File: config.mk
export PLATFORM = sky130hd
export DESIGN_NAME = out_fm_tile_scheduler_flat
export DESIGN_NICKNAME = d
export VERILOG_FILES = /design/src/rtl/out_fm_tile_scheduler_pkg.sv /design/src/rtl/out_fm_tile_scheduler_if.sv /design/src/rtl/out_fm_tile_scheduler_tile_base_stepper.sv /design/src/rtl/out_fm_tile_scheduler.sv /design/src/flat_wrapper.sv
export SDC_FILE = /design/constraint.sdc
export NUM_CORES = 1
export LEC_CHECK = 0
export ABC_CLOCK_PERIOD_IN_PS = 4980
export CAP_MARGIN = 15
export CORE_MARGIN = 2
export CORE_UTILIZATION = 50
export CTS_CLUSTER_SIZE = 16
export DETAILED_ROUTE_END_ITERATION = 10
export HOLD_SLACK_MARGIN = 0.12
export MAX_ROUTING_LAYER = met4
export PLACE_DENSITY = 0.81
export SLEW_MARGIN = 20
export SYNTH_ARGS = -nofsm -noshare
export SYNTH_HDL_FRONTEND = slang
export SYNTH_SLANG_ARGS = --single-unit
File: constraint.sdc
create_clock -name clk -period 4.98 [get_ports clk]
set_clock_uncertainty 0.15 [all_clocks]
set_input_delay 0.996 -clock clk [delete_from_list [all_inputs] [get_ports clk]]
set_output_delay 0.996 -clock clk [all_outputs]
set_load 0.05 [all_outputs]
File: src/rtl/out_fm_tile_scheduler_pkg.sv
// Shared types and constants for the output feature-map tile scheduler.
package out_fm_tile_scheduler_pkg;

  typedef enum logic [1:0] {
    StIdle     = 2'd0,
    StIssue    = 2'd1,
    StWaitDone = 2'd2,
    StNext     = 2'd3
  } state_e;

  function automatic int unsigned ceil_div(input int unsigned a, input int unsigned b);
    return (a + b - 1) / b;
  endfunction

  function automatic int unsigned num_tiles(input int unsigned n, input int unsigned r,
                                            input int unsigned c, input int unsigned tn,
                                            input int unsigned tr, input int unsigned tc);
    return ceil_div(n, tn) * ceil_div(r, tr) * ceil_div(c, tc);
  endfunction

endpackage

File: src/rtl/out_fm_tile_scheduler_if.sv
// Control, mover handshake and tile-origin signals of the tile scheduler.
interface out_fm_tile_scheduler_if #(
  parameter int unsigned AW = 32
);
  logic          start;
  logic          done;
  logic          busy;
  logic          hold;
  logic          mover_start;
  logic          mover_done;
  logic [AW-1:0] tile_base_n;
  logic [AW-1:0] tile_base_row;
  logic [AW-1:0] tile_base_col;
  logic [AW-1:0] tile_idx;

  modport master (
    output start, hold, mover_done,
    input  done, busy, mover_start, tile_base_n, tile_base_row, tile_base_col, tile_idx
  );

  modport slave (
    input  start, hold, mover_done,
    output done, busy, mover_start, tile_base_n, tile_base_row, tile_base_col, tile_idx
  );
endinterface

File: src/rtl/out_fm_tile_scheduler_tile_base_stepper.sv
// Three-level wrapping tile-origin counter: column innermost, then row, then channel.
module out_fm_tile_scheduler_tile_base_stepper #(
  parameter int unsigned AW = 32,
  parameter int unsigned N  = 32,
  parameter int unsigned R  = 64,
  parameter int unsigned C  = 32,
  parameter int unsigned Tn = 8,
  parameter int unsigned Tr = 16,
  parameter int unsigned Tc = 8
) (
  input  logic          clk,
  input  logic          rst,
  input  logic          clear_i,
  input  logic          advance_i,
  output logic [AW-1:0] n_o,
  output logic [AW-1:0] row_o,
  output logic [AW-1:0] col_o,
  output logic          last_o
);
  localparam logic [AW-1:0] NW  = AW'(N);
  localparam logic [AW-1:0] RW  = AW'(R);
  localparam logic [AW-1:0] CW  = AW'(C);
  localparam logic [AW-1:0] TnW = AW'(Tn);
  localparam logic [AW-1:0] TrW = AW'(Tr);
  localparam logic [AW-1:0] TcW = AW'(Tc);

  logic [AW-1:0] n_q, n_d, row_q, row_d, col_q, col_d;
  logic          col_wrap, row_wrap, n_wrap;

  // Compare the stepped value before wrapping so partial edge tiles are still issued.
  assign col_wrap = (col_q + TcW) >= CW;
  assign row_wrap = (row_q + TrW) >= RW;
  assign n_wrap   = (n_q + TnW) >= NW;

  always_comb begin
    n_d   = n_q;
    row_d = row_q;
    col_d = col_q;
    if (clear_i) begin
      n_d   = '0;
      row_d = '0;
      col_d = '0;
    end else if (advance_i) begin
      if (!col_wrap) begin
        col_d = col_q + TcW;
      end else begin
        col_d = '0;
        if (!row_wrap) begin
          row_d = row_q + TrW;
        end else begin
          row_d = '0;
          n_d   = n_q + TnW;
        end
      end
    end
  end

  always_ff @(posedge clk or posedge rst) begin
    if (rst) begin
      n_q   <= '0;
      row_q <= '0;
      col_q <= '0;
    end else begin
      n_q   <= n_d;
      row_q <= row_d;
      col_q <= col_d;
    end
  end

  assign n_o    = n_q;
  assign row_o  = row_q;
  assign col_o  = col_q;
  assign last_o = col_wrap & row_wrap & n_wrap;

endmodule

File: src/rtl/out_fm_tile_scheduler.sv
// Streams an output feature map as a sequence of tile transfers, one mover handshake per tile.
module out_fm_tile_scheduler
  import out_fm_tile_scheduler_pkg::*;
#(
  parameter int unsigned AW = 32,
  parameter int unsigned N  = 32,
  parameter int unsigned R  = 64,
  parameter int unsigned C  = 32,
  parameter int unsigned Tn = 8,
  parameter int unsigned Tr = 16,
  parameter int unsigned Tc = 8
) (
  input logic                    clk,
  input logic                    rst,
  out_fm_tile_scheduler_if.slave bus
);
  localparam int unsigned NumTiles = num_tiles(N, R, C, Tn, Tr, Tc);

  state_e        state_q, state_d;
  logic          busy_q, busy_d;
  logic          done_q, done_d;
  logic          mstart_q, mstart_d;
  logic [AW-1:0] idx_q, idx_d;
  logic          clear, advance, last;

  always_comb begin
    state_d  = state_q;
    busy_d   = busy_q;
    done_d   = 1'b0;
    mstart_d = 1'b0;
    idx_d    = idx_q;
    clear    = 1'b0;
    advance  = 1'b0;
    case (state_q)
      StIdle: begin
        if (bus.start) begin
          state_d = StIssue;
          busy_d  = 1'b1;
          idx_d   = '0;
          clear   = 1'b1;
        end
      end
      StIssue: begin
        if (!bus.hold) begin
          mstart_d = 1'b1;
          state_d  = StWaitDone;
        end
      end
      StWaitDone: begin
        // A mover_done overlapping our own mover_start pulse belongs to no transfer.
        if (bus.mover_done && !mstart_q) state_d = StNext;
      end
      StNext: begin
        if (last) begin
          done_d  = 1'b1;
          busy_d  = 1'b0;
          state_d = StIdle;
        end else begin
          advance = 1'b1;
          idx_d   = idx_q + AW'(1);
          state_d = StIssue;
        end
      end
      default: state_d = StIdle;
    endcase
  end

  always_ff @(posedge clk or posedge rst) begin
    if (rst) begin
      state_q  <= StIdle;
      busy_q   <= 1'b0;
      done_q   <= 1'b0;
      mstart_q <= 1'b0;
      idx_q    <= '0;
    end else begin
      state_q  <= state_d;
      busy_q   <= busy_d;
      done_q   <= done_d;
      mstart_q <= mstart_d;
      idx_q    <= idx_d;
    end
  end

  out_fm_tile_scheduler_tile_base_stepper #(
    .AW(AW), .N(N), .R(R), .C(C), .Tn(Tn), .Tr(Tr), .Tc(Tc)
  ) u_stepper (
    .clk      (clk),
    .rst      (rst),
    .clear_i  (clear),
    .advance_i(advance),
    .n_o      (bus.tile_base_n),
    .row_o    (bus.tile_base_row),
    .col_o    (bus.tile_base_col),
    .last_o   (last)
  );

  assign bus.busy        = busy_q;
  assign bus.done        = done_q;
  assign bus.mover_start = mstart_q;
  assign bus.tile_idx    = idx_q;

  last_tile_idx_a: assert property (@(posedge clk) disable iff (rst)
    (state_q == StNext && last) |-> (idx_q == AW'(NumTiles - 1)));

endmodule

File: src/flat_wrapper.sv
// flat-port wrapper written by rule: the top's interface ports become plain ports
module out_fm_tile_scheduler_flat import out_fm_tile_scheduler_pkg::*;
#(
  parameter int unsigned AW = 32,
  parameter int unsigned N  = 32,
  parameter int unsigned R  = 64,
  parameter int unsigned C  = 32,
  parameter int unsigned Tn = 8,
  parameter int unsigned Tr = 16,
  parameter int unsigned Tc = 8
)
  (clk, rst, bus_start, bus_hold, bus_mover_done, bus_done, bus_busy, bus_mover_start, bus_tile_base_n, bus_tile_base_row, bus_tile_base_col, bus_tile_idx);
  out_fm_tile_scheduler_if #(.AW(AW)) bus_i ();
  input logic clk;
  input logic rst;
  input wire logic [$bits(bus_i.start)-1:0] bus_start;
  input wire logic [$bits(bus_i.hold)-1:0] bus_hold;
  input wire logic [$bits(bus_i.mover_done)-1:0] bus_mover_done;
  output wire logic [$bits(bus_i.done)-1:0] bus_done;
  output wire logic [$bits(bus_i.busy)-1:0] bus_busy;
  output wire logic [$bits(bus_i.mover_start)-1:0] bus_mover_start;
  output wire logic [$bits(bus_i.tile_base_n)-1:0] bus_tile_base_n;
  output wire logic [$bits(bus_i.tile_base_row)-1:0] bus_tile_base_row;
  output wire logic [$bits(bus_i.tile_base_col)-1:0] bus_tile_base_col;
  output wire logic [$bits(bus_i.tile_idx)-1:0] bus_tile_idx;
  assign bus_i.start = bus_start;
  assign bus_i.hold = bus_hold;
  assign bus_i.mover_done = bus_mover_done;
  assign bus_done = bus_i.done;
  assign bus_busy = bus_i.busy;
  assign bus_mover_start = bus_i.mover_start;
  assign bus_tile_base_n = bus_i.tile_base_n;
  assign bus_tile_base_row = bus_i.tile_base_row;
  assign bus_tile_base_col = bus_i.tile_base_col;
  assign bus_tile_idx = bus_i.tile_idx;
  out_fm_tile_scheduler #(.AW(AW), .N(N), .R(R), .C(C), .Tn(Tn), .Tr(Tr), .Tc(Tc)) u_core (.clk(clk), .rst(rst), .bus(bus_i));
endmodule
==> results of run 1 <==
-- metal layers --
metal	up-vias	part of all wire (%)
li1	2956	-
met5	-	0
met1	3092	44
met3	27	5.1
met4	0	1.4
met2	219	50
-- sequential cells by signal, summed over array words and instances (netlist names) --
register / flops
u_core.bus.tile_idx: 32
u_core.u_stepper.col_o: 29
u_core.u_stepper.n_o: 29
u_core.u_stepper.row_o: 28
u_core.state_q: 2
u_core.bus.busy: 1
u_core.bus.done: 1
u_core.bus.mover_start: 1
-- critical path, stage by stage (launching register included) --
cell       delay [ns]
dfrtp_1          0.48
ha_1             0.31
nand3_1          0.28
or3_1            0.53
nor3_1           0.25
a41oi_1          0.16
nor4_1           0.41
nand4_1          0.24
a2111oi_2        0.71
nor2_1           0.08
buf_4            0.23
and2_1           0.19
-- worst min-delay path by stage --
stage	start	endpoint	slack, ns	cells past startpoint
6_report	u_core.u_stepper.col_o[25]$_DFFE_PP0P_	u_core.u_stepper.col_o[25]$_DFFE_PP0P_	0.38	1
5_1_grt	u_core.u_stepper.col_o[25]$_DFFE_PP0P_	u_core.u_stepper.col_o[25]$_DFFE_PP0P_	0.42	1
4_1_cts	u_core.u_stepper.col_o[25]$_DFFE_PP0P_	u_core.u_stepper.col_o[25]$_DFFE_PP0P_	0.39	1
3_5_place_dp	u_core.u_stepper.col_o[25]$_DFFE_PP0P_	u_core.u_stepper.col_o[25]$_DFFE_PP0P_	0.38	1
3_3_place_gp	u_core.bus.busy$_DFFE_PP0P_	u_core.bus.busy$_DFFE_PP0P_	0.36	2
2_1_floorplan	u_core.state_q[0]$_DFFE_PP0P_	u_core.state_q[0]$_DFFE_PP0P_	0.37	1
-- cells by family (layout without fill, tap and decap cells) --
family | count (synthesis) | count (layout) | synth area share (%)
DFF | 123 | 123 | 45.2
other | 1 | 10 | 0.0551
xor gates and xnor gates | 14 | 14 | 1.80
adders and majority gates | 8 | 8 | 1.47
and+or+nand+nor | 373 | 373 | 32.5
AOI/OAI and AO/OA | 147 | 147 | 14.4
buffers and inverters | 49 | 177 | 3.45
muxes | 7 | 7 | 1.08
-- synthesized netlist by cell type, drive strengths merged (3+ instances only) --
library cell / count / area, um2
and4: 8 / 70.1
nand2b: 4 / 25.0
o21ai: 32 / 160
a2111oi: 5 / 56.3
or3: 24 / 150
xor2: 4 / 35.0
nand3b: 3 / 22.5
and3: 15 / 93.8
mux2i: 4 / 40.0
o211ai: 4 / 30.0
ha: 8 / 100
inv: 13 / 48.8
nor3: 22 / 110
xnor2: 10 / 87.6
a311oi: 4 / 35.0
a221oi: 3 / 26.3
a211o: 4 / 35.0
o31ai: 16 / 120
a41oi: 6 / 52.6
nand4: 36 / 231
mux2: 3 / 33.8
clkbuf: 18 / 67.6
nand3: 34 / 175
and2: 86 / 538
nor3b: 8 / 60.1
nor4: 16 / 151
or4: 21 / 158
a21oi: 40 / 200
o41ai: 3 / 26.3
a31oi: 7 / 43.8
nor4b: 3 / 38.8
buf: 18 / 119
nor2: 31 / 116
a31o: 4 / 35.0
nand2: 54 / 203
dfrtp: 123 / 3080
-- power breakdown --
group	internal (mW)	total, mW	switching (mW)	leakage [nW]
clock	1.10	1.55	0.445	0.357
combinational	0.148	0.501	0.353	1.57
sequential	1.04	1.09	0.0531	1.70
-- final cells by class --
class                      count  area, um2  share of cell area [%]
timing repair buffer         132       1300                    14.6
clock inverter                13        293                    3.28
tap                          176        220                    2.47
inverter                      13       51.3                   0.574
clock buffer                  19        443                    4.96
sequential                   123       3080                    34.5
multi-input combinational    559       3540                    39.7
-- stage by stage --
| step | setup slack, ns | power, mW | hold slack [ns] |
|---|---|---|---|
| 3_3_place_gp | 1.08 | 1.59 | 0.361 |
| 4_1_cts | 0.869 | 3.16 | 0.390 |
| 2_1_floorplan | 0.563 | 1.46 | 0.375 |
| 3_5_place_dp | 0.909 | 1.61 | 0.376 |
| 5_1_grt | 0.508 | 3.26 | 0.424 |
| 6_report | 0.845 | 3.14 | 0.384 |
==> out/results.ini, run 1 <==
[synthesis]
synthCells=722
synth_edf_count=0
avgSynthCellArea_um2=9.43
synth.distinct_cells=68
yosysWarnings=0
synth_seq_cells=123
synth_flop_cell=dfrtp_1
ys_seq_area_share_pct=45.2
ys_async_sr_fraction_pct=100
syn_area_um2=6810

[setup_path]
crit_arrival_ns=4.28
r2r.worst_path.cells=11
crit_end=u_core.u_stepper.n_o[9]$_DFFE_PP0P_
worstSetupPathType=reg2reg
startpoint_type=flip-flop
critPathLaunch=u_core.u_stepper.n_o[3]$_DFFE_PP0P_
worstPathMaxFanout=24
r2r_end=u_core.u_stepper.n_o[9]$_DFFE_PP0P_
end_kind=flip-flop
required_ns=5.13
r2r_setup_slack_ns=0.85
timing.rr.start=u_core.u_stepper.n_o[3]$_DFFE_PP0P_

[placed_design]
place.gp.congestion=0.916
hpwl_um=11900
placed_area_um2=8200
portBuffers=125
dp_cells=1003

[layout]
fin_cells=1035
fin_util_pct=67.2
syn2layout_area_growth_pct=31.2
final_cell_area_um2=8930
layout.nets=859
fillCellCount=997
final_common_cell=clkdlybuf4s50_1
n_antenna_cell=0
drive_gt1_share_pct=6.98
final_cell_mix=clkdlybuf4s50_1, dfrtp_1, and2_1

[floorplan]
boundaryPins=136
num_rows=42
initial_utilization_pct=51.2
dieArea_um2=14600
core-area_um2=13300
chipHeight_um=121
die_w_um=121

[clocking]
cts_setup_buffers=0
path_clk_slew_ns=0.05
h-tree-depth=4
hold_buffers=0
clk_latency_ns=0.42
cts_resized=0
cts_made_buffers=17
clock_path_buffers=2
cts_tree=built
root_buffer=clkbuf_16
cts.sinks=123

[sta]
fmax_mhz=242
period_needed_ns=4.13
finalHoldViolCount=0
slew_headroom_pct=35.6
rsz0062_at_grt=no
period_share_pct=83.0
maxSlewViolCount=0
tightestPinTransition_ns=0.957
tns_ns=0
setup_violations=0

[grt]
grt_pass1_vias=5829
use_met1_pct=32.5
grt_max_degree=66
grt_overflow=0
grt_use_met3_pct=5.33
busiest_layer=met2
grt.met2_usage_pct=40.0
track_usage_pct=25.3
antenna_found_initial=0
grt_pass1_wl_um=28900

[routing]
ant_nets=0
drc=0
drt_first_pass_iters=5
wl_per_cell_um=16.9
wl_um=17400
drtIter0Drc=456
viasPerCell=6.08
vias=6294

[power]
power.leakage_nw=3.63
pwr_density_cell_nw_per_um2=351
ir_worst_vdd_mv=0.252

[hold_path]
hold_class=reg2reg

[job]
max_cap_violations=0

[status]
status=finished, final reports clean

Power figures use the tool's default switching activity.
==> run 2: changes to the inputs <==
--- a/config.mk
+++ b/config.mk
@@ -5,7 +5,7 @@
 export SDC_FILE = /design/constraint.sdc
 export NUM_CORES = 1
 export LEC_CHECK = 0
-export ABC_CLOCK_PERIOD_IN_PS = 4980
+export ABC_CLOCK_PERIOD_IN_PS = 4300
 export CAP_MARGIN = 15
 export CORE_MARGIN = 2
 export CORE_UTILIZATION = 50
==> constraint.sdc (replaced) <==
create_clock -name clk -period 4.3 [get_ports clk]
set_clock_uncertainty 0.15 [all_clocks]
set_input_delay 0.86 -clock clk [delete_from_list [all_inputs] [get_ports clk]]
set_output_delay 0.86 -clock clk [all_outputs]
set_load 0.05 [all_outputs]
==> run 2 against run 1 <==
- sequential power rose by 17%
- first-iteration DRC count rose by 41%
- clock-buffer cell count rose by 3
- via count rose by 0.24%
- flip-flop and latch count did not move
- register-to-register slack got worse by 0.53 ns
- critical path depth did not move
- cell count rose by 0.48%
- power rose by 1.7%
- highest routed layer unchanged
==> out/results.ini, run 2 (synthesis results as in run 1) <==
[placed_design]
portBuffers=125
hpwl_um=11900
place.gp.congestion=0.909
dp_cells=1010

[power]
ir_worst_vdd_mv=0.256
power_frac_seq_pct=39.8
p_switching_mw=0.978
pwr_density_cell_nw_per_um2=361
switching_share_pct=30.7
clkPwrFrac_pct=41.3
share_comb_of_total_power_pct=18.8
internal_power_mw=2.21
power.leakage_nw=3.60

[grt]
antenna_found_initial=0
grt_pass1_vias=5814
grt_pass1_wl_um=29000
grt_overflow=0
grt_max_degree=73
track_usage_pct=25.3

[routing]
wl_per_cell_um=16.9
drtIter0Drc=644
viasPerCell=6.07
vias=6309
drt_first_pass_iters=5
ant_nets=0
wl_um=17500
drc=0

[setup_path]
worstPathMaxFanout=65
r2r.worst_path.cells=11
startpoint_type=flip-flop
crit_arrival_ns=4.17
end_kind=flip-flop
worstSetupPathType=reg2reg
required_ns=4.49

[sta]
period_needed_ns=3.98
holdWs_ns=0.392
tns_ns=0
finalHoldViolCount=0
rsz0062_at_grt=no
fmax_mhz=251
period_share_pct=92.6
setup_violations=0
slew_headroom_pct=47.6
maxSlewViolCount=0
tightestPinTransition_ns=0.783

[layout]
fin_util_pct=66.4
largest_reg_flops=32
fin_cells=1040
final_common_cell=clkdlybuf4s50_1
drive_gt1_share_pct=7.52
ff_latch_area_um2=3080
fillCellCount=1079
n_antenna_cell=0
multiInputGateArea_um2=3550
final_cell_mix=clkdlybuf4s50_1, dfrtp_1, and2_1
layout.nets=866
syn2layout_area_growth_pct=29.7

[floorplan]
initial_utilization_pct=51.2
die_w_um=121
core-area_um2=13300
chipHeight_um=121
boundaryPins=136
dieArea_um2=14600
num_rows=42

[clocking]
hold_buffers=0
cts.sinks=123
root_buffer=clkbuf_16
cts_setup_buffers=0
cts_made_buffers=17
clk_latency_ns=0.42
h-tree-depth=4
path_clk_slew_ns=0.05
cts_tree=built
clock_path_buffers=2

[status]
status=finished, final reports clean

[job]
max_cap_violations=0

[hold_path]
hold_class=reg2reg
min_path_cells=2

==> run 2: changes by cell type in the layout (fill, tap and decap cells not counted), sizes merged <==
cell / previous run / this run
clkinvlp: 1 / 2
bufinv: 9 / 1
clkinv: 3 / 5
buf: 7 / 14
clkbuf: 19 / 22
==> run 2: layout make-up <==
| class | instances | share of cell area, % |
|---|---|---|
| Multi-Input combinational cell | 559 | 40.3 |
| Clock inverter | 8 | 0.794 |
| Sequential cell | 123 | 34.9 |
| Clock buffer | 22 | 5.37 |
| Inverter | 13 | 0.581 |
| Timing Repair Buffer | 139 | 15.6 |
| Tap cell | 176 | 2.49 |
==> run 2: final timing paths <==
| path | startpoint | end | slack [ns] |
|---|---|---|---|
| worst max-delay path | u_core.u_stepper.col_o[3]$_DFFE_PP0P_ | u_core.bus.tile_idx[28]$_DFFE_PP0P_ | 0.32 |
| worst min-delay path | u_core.bus.busy$_DFFE_PP0P_ | u_core.bus.busy$_DFFE_PP0P_ | 0.39 |
| worst max register to register | u_core.u_stepper.col_o[3]$_DFFE_PP0P_ | u_core.bus.tile_idx[28]$_DFFE_PP0P_ | 0.32 |
| worst min register to register | u_core.bus.busy$_DFFE_PP0P_ | u_core.bus.busy$_DFFE_PP0P_ | 0.39 |
| max in group asynchronous | rst | u_core.bus.tile_idx[26]$_DFFE_PP0P_ | 2.48 |
| min in group asynchronous | rst | u_core.u_stepper.row_o[28]$_DFFE_PP0P_ | 0.73 |
==> run 2: stage by stage <==
step / setup slack, ns / instance area, um2 / total power [mW]
final: 0.316 / 8830 / 3.19
after detailed placement: 0.375 / 8270 / 1.88
after CTS: 0.278 / 8820 / 3.20
after global placement: 0.460 / 8270 / 1.86
after floorplan: 0.0191 / 6840 / 1.69
after global routing: 0.127 / 8830 / 3.32
==> run 2: worst max-delay path, stage by stage (launching register included) <==
cell,delay [ns]
dfrtp_1,0.45
ha_1,0.27
and4_1,0.27
a2111oi_0,0.49
o21ai_0,0.17
or4_1,0.57
nor4_4,0.31
buf_4,0.21
a2111oi_4,0.08
buf_12,0.21
or4_1,0.55
a21oi_1,0.17
==> run 2: power groups by stage <==
stage                     registers [mW]  clock network [mW]  logic [mW]
after floorplan                     1.38                   0       0.308
after global placement              1.28                   0       0.574
after detailed placement            1.29                   0       0.594
after CTS                           1.27                1.33       0.600
after global routing                1.28                1.39       0.657
final                               1.27                1.32       0.601
==> run 2: layer usage <==
metal / GRT usage (%) / part of all wire, % / up-vias
li1: - / - / 2971
met1: 32.7 / 43 / 3037
met2: 39.9 / 49 / 262
met3: 5.24 / 5.9 / 39
met4: 8.94 / 1.7 / 0
met5: - / 0 / -
==> run 2: what timing repair did <==
action / in CTS / in global routing
setup endpoints to repair: 0 / 21
resized for setup: 0 / 2
endpoints found under the hold margin: 0 / 0
==> run 3: changes to the inputs <==
--- a/config.mk
+++ b/config.mk
@@ -11,6 +11,7 @@
 export CORE_UTILIZATION = 50
 export CTS_CLUSTER_SIZE = 16
 export DETAILED_ROUTE_END_ITERATION = 10
+export GPL_TIMING_DRIVEN = 0
 export HOLD_SLACK_MARGIN = 0.12
 export MAX_ROUTING_LAYER = met4
 export PLACE_DENSITY = 0.81
==> run 3 against run 2 <==
- power shrank 1.6%
- critical path type unchanged
- global-route usage is 1.3 points lower
- maximum frequency down 1.9%
- first-iteration DRC count shrank 26%
- die area is the same
- largest power group unchanged
- clock-buffer cell count grew 5
- core utilization up 0.74 points
==> out/results.ini, run 3 (synthesis results as in run 1) <==
[placed_design]
portBuffers=125
place.gp.congestion=0.894
placed_area_um2=8350
hpwl_um=11600

[status]
status=finished, final reports clean

[routing]
wl_per_cell_um=15.7
vias=6195
ant_nets=0
wl_um=16700
viasPerCell=5.82
drc=0
drtIter0Drc=476
drt_first_pass_iters=6

[layout]
multiInputGateArea_um2=3570
ff_latch_area_um2=3080
final_common_cell=clkdlybuf4s50_1
final_cell_mix=clkdlybuf4s50_1, dfrtp_1, and2_1
fillCellCount=1066
fin_util_pct=67.2
final_cell_area_um2=8930
syn2layout_area_growth_pct=31.1
drive_gt1_share_pct=7.88
largest_reg_flops=32
layout.nets=891
n_antenna_cell=0

[power]
pwr_density_cell_nw_per_um2=351
power.leakage_nw=3.66
ir_worst_vdd_mv=0.173

[sta]
maxSlewViolCount=0
period_share_pct=94.5
fmax_mhz=246
slew_headroom_pct=46.2
setup_violations=0
tightestPinTransition_ns=0.804
rsz0062_at_grt=no
period_needed_ns=4.06
finalHoldViolCount=0

[clocking]
clock_path_buffers=2
root_buffer=clkbuf_16
path_clk_slew_ns=0.05
clk_latency_ns=0.41
cts_made_buffers=17
h-tree-depth=4
cts.sinks=123
cts_tree=built

[setup_path]
end_kind=flip-flop
path_common_cell=or4_1
slowest_delay_ns=0.55
critical_path.cell_chain=ha_1, and4_1, a2111oi_0, o21ai_0, or4_1, nor4_4, a2111oi_2, buf_6, buf_2, or4_1, a21oi_1
path_buf_inv=2
worstSetupPathType=reg2reg
required_ns=4.48
worstPathMaxFanout=10
crit_family=simple AND/OR/NAND/NOR gates
startpoint_type=flip-flop
crit_arrival_ns=4.24
cpMaxStageDelayCell=or4_1

[grt]
grt_pass1_vias=5540
grt_pass1_wl_um=27400
grt_overflow=0
track_usage_pct=24.0
antenna_found_initial=0
grt_max_degree=72

[hold_path]
hold_class=reg2reg

[floorplan]
chipHeight_um=121
initial_utilization_pct=51.2
die_w_um=121
dieArea_um2=14600
boundaryPins=136
core-area_um2=13300
num_rows=42

[job]
max_cap_violations=0

-- run 3: worst register-to-register path, delay by kind of cell (launching register included) --
family | cells | cell delay [ns]
buffers and inverters | 2 | 0.36
flip-flops | 1 | 0.43
adder cells (fa/ha/maj) | 1 | 0.26
AND/OR/NAND/NOR | 4 | 1.85
AO/OA/AOI/OAI | 4 | 0.94
-- run 3: path summary, 6_finish.rpt --
| check | start | end | slack, ns | cells past startpoint |
|---|---|---|---|---|
| hold / removal | u_core.bus.busy$_DFFE_PP0P_ | u_core.bus.busy$_DFFE_PP0P_ | 0.39 | 2 |
| setup reg to reg | u_core.u_stepper.col_o[3]$_DFFE_PP0P_ | u_core.bus.tile_idx[25]$_DFFE_PP0P_ | 0.24 | 11 |
| max in group asynchronous | rst | u_core.u_stepper.col_o[19]$_DFFE_PP0P_ | 2.59 | 3 |
| hold reg to reg | u_core.bus.busy$_DFFE_PP0P_ | u_core.bus.busy$_DFFE_PP0P_ | 0.39 | 2 |
| setup / recovery | u_core.u_stepper.col_o[3]$_DFFE_PP0P_ | u_core.bus.tile_idx[25]$_DFFE_PP0P_ | 0.24 | 11 |
| min in group asynchronous | rst | u_core.u_stepper.row_o[26]$_DFFE_PP0P_ | 0.72 | 2 |
-- run 3: report_power, final --
group	switching, mW	internal (mW)
Clock	0.473	0.800
Sequential	0.0586	1.20
Combinational	0.425	0.178
-- run 3: metrics by stage --
stage | cells | hold WS, ns | power [mW] | setup slack (ns) | TNS, ns
floorplan | 731 | 0.375 | 1.69 | 0.0191 | 0
global placement | 1032 | 0.369 | 1.87 | -1.67 | -204.32
detailed placement | 1033 | 0.360 | 1.88 | -0.00883 | -0.00883
CTS | 1062 | 0.382 | 3.16 | 0.0664 | 0
global route | 1064 | 0.421 | 3.28 | 0.000876 | 0
finish | 1064 | 0.388 | 3.14 | 0.238 | 0
-- run 3: cell type report --
cell class,instances,share of cell area [%]
inverter,13,0.603
clock inverter,2,0.112
multi-input combinational,559,40.0
sequential,123,34.5
tap,176,2.47
buffer,36,2.10
clock buffer,27,5.75
timing repair buffer,128,14.5
-- run 3: routing by layer --
metal	global-route usage [%]	vias up	wire length (um)
met4	8.79	0	236
li1	-	3021	-
met1	32.1	2961	7750
met5	-	-	0
met2	36.6	192	7890
met3	4.58	21	789
-- run 3: repair_timing --
action / CTS / global route
setup endpoints to repair: 10 / 83
resized for setup: 1 / 7
hold buffers: 0 / 0
buffers inserted: 0 / 2
pin swaps: 0 / 2
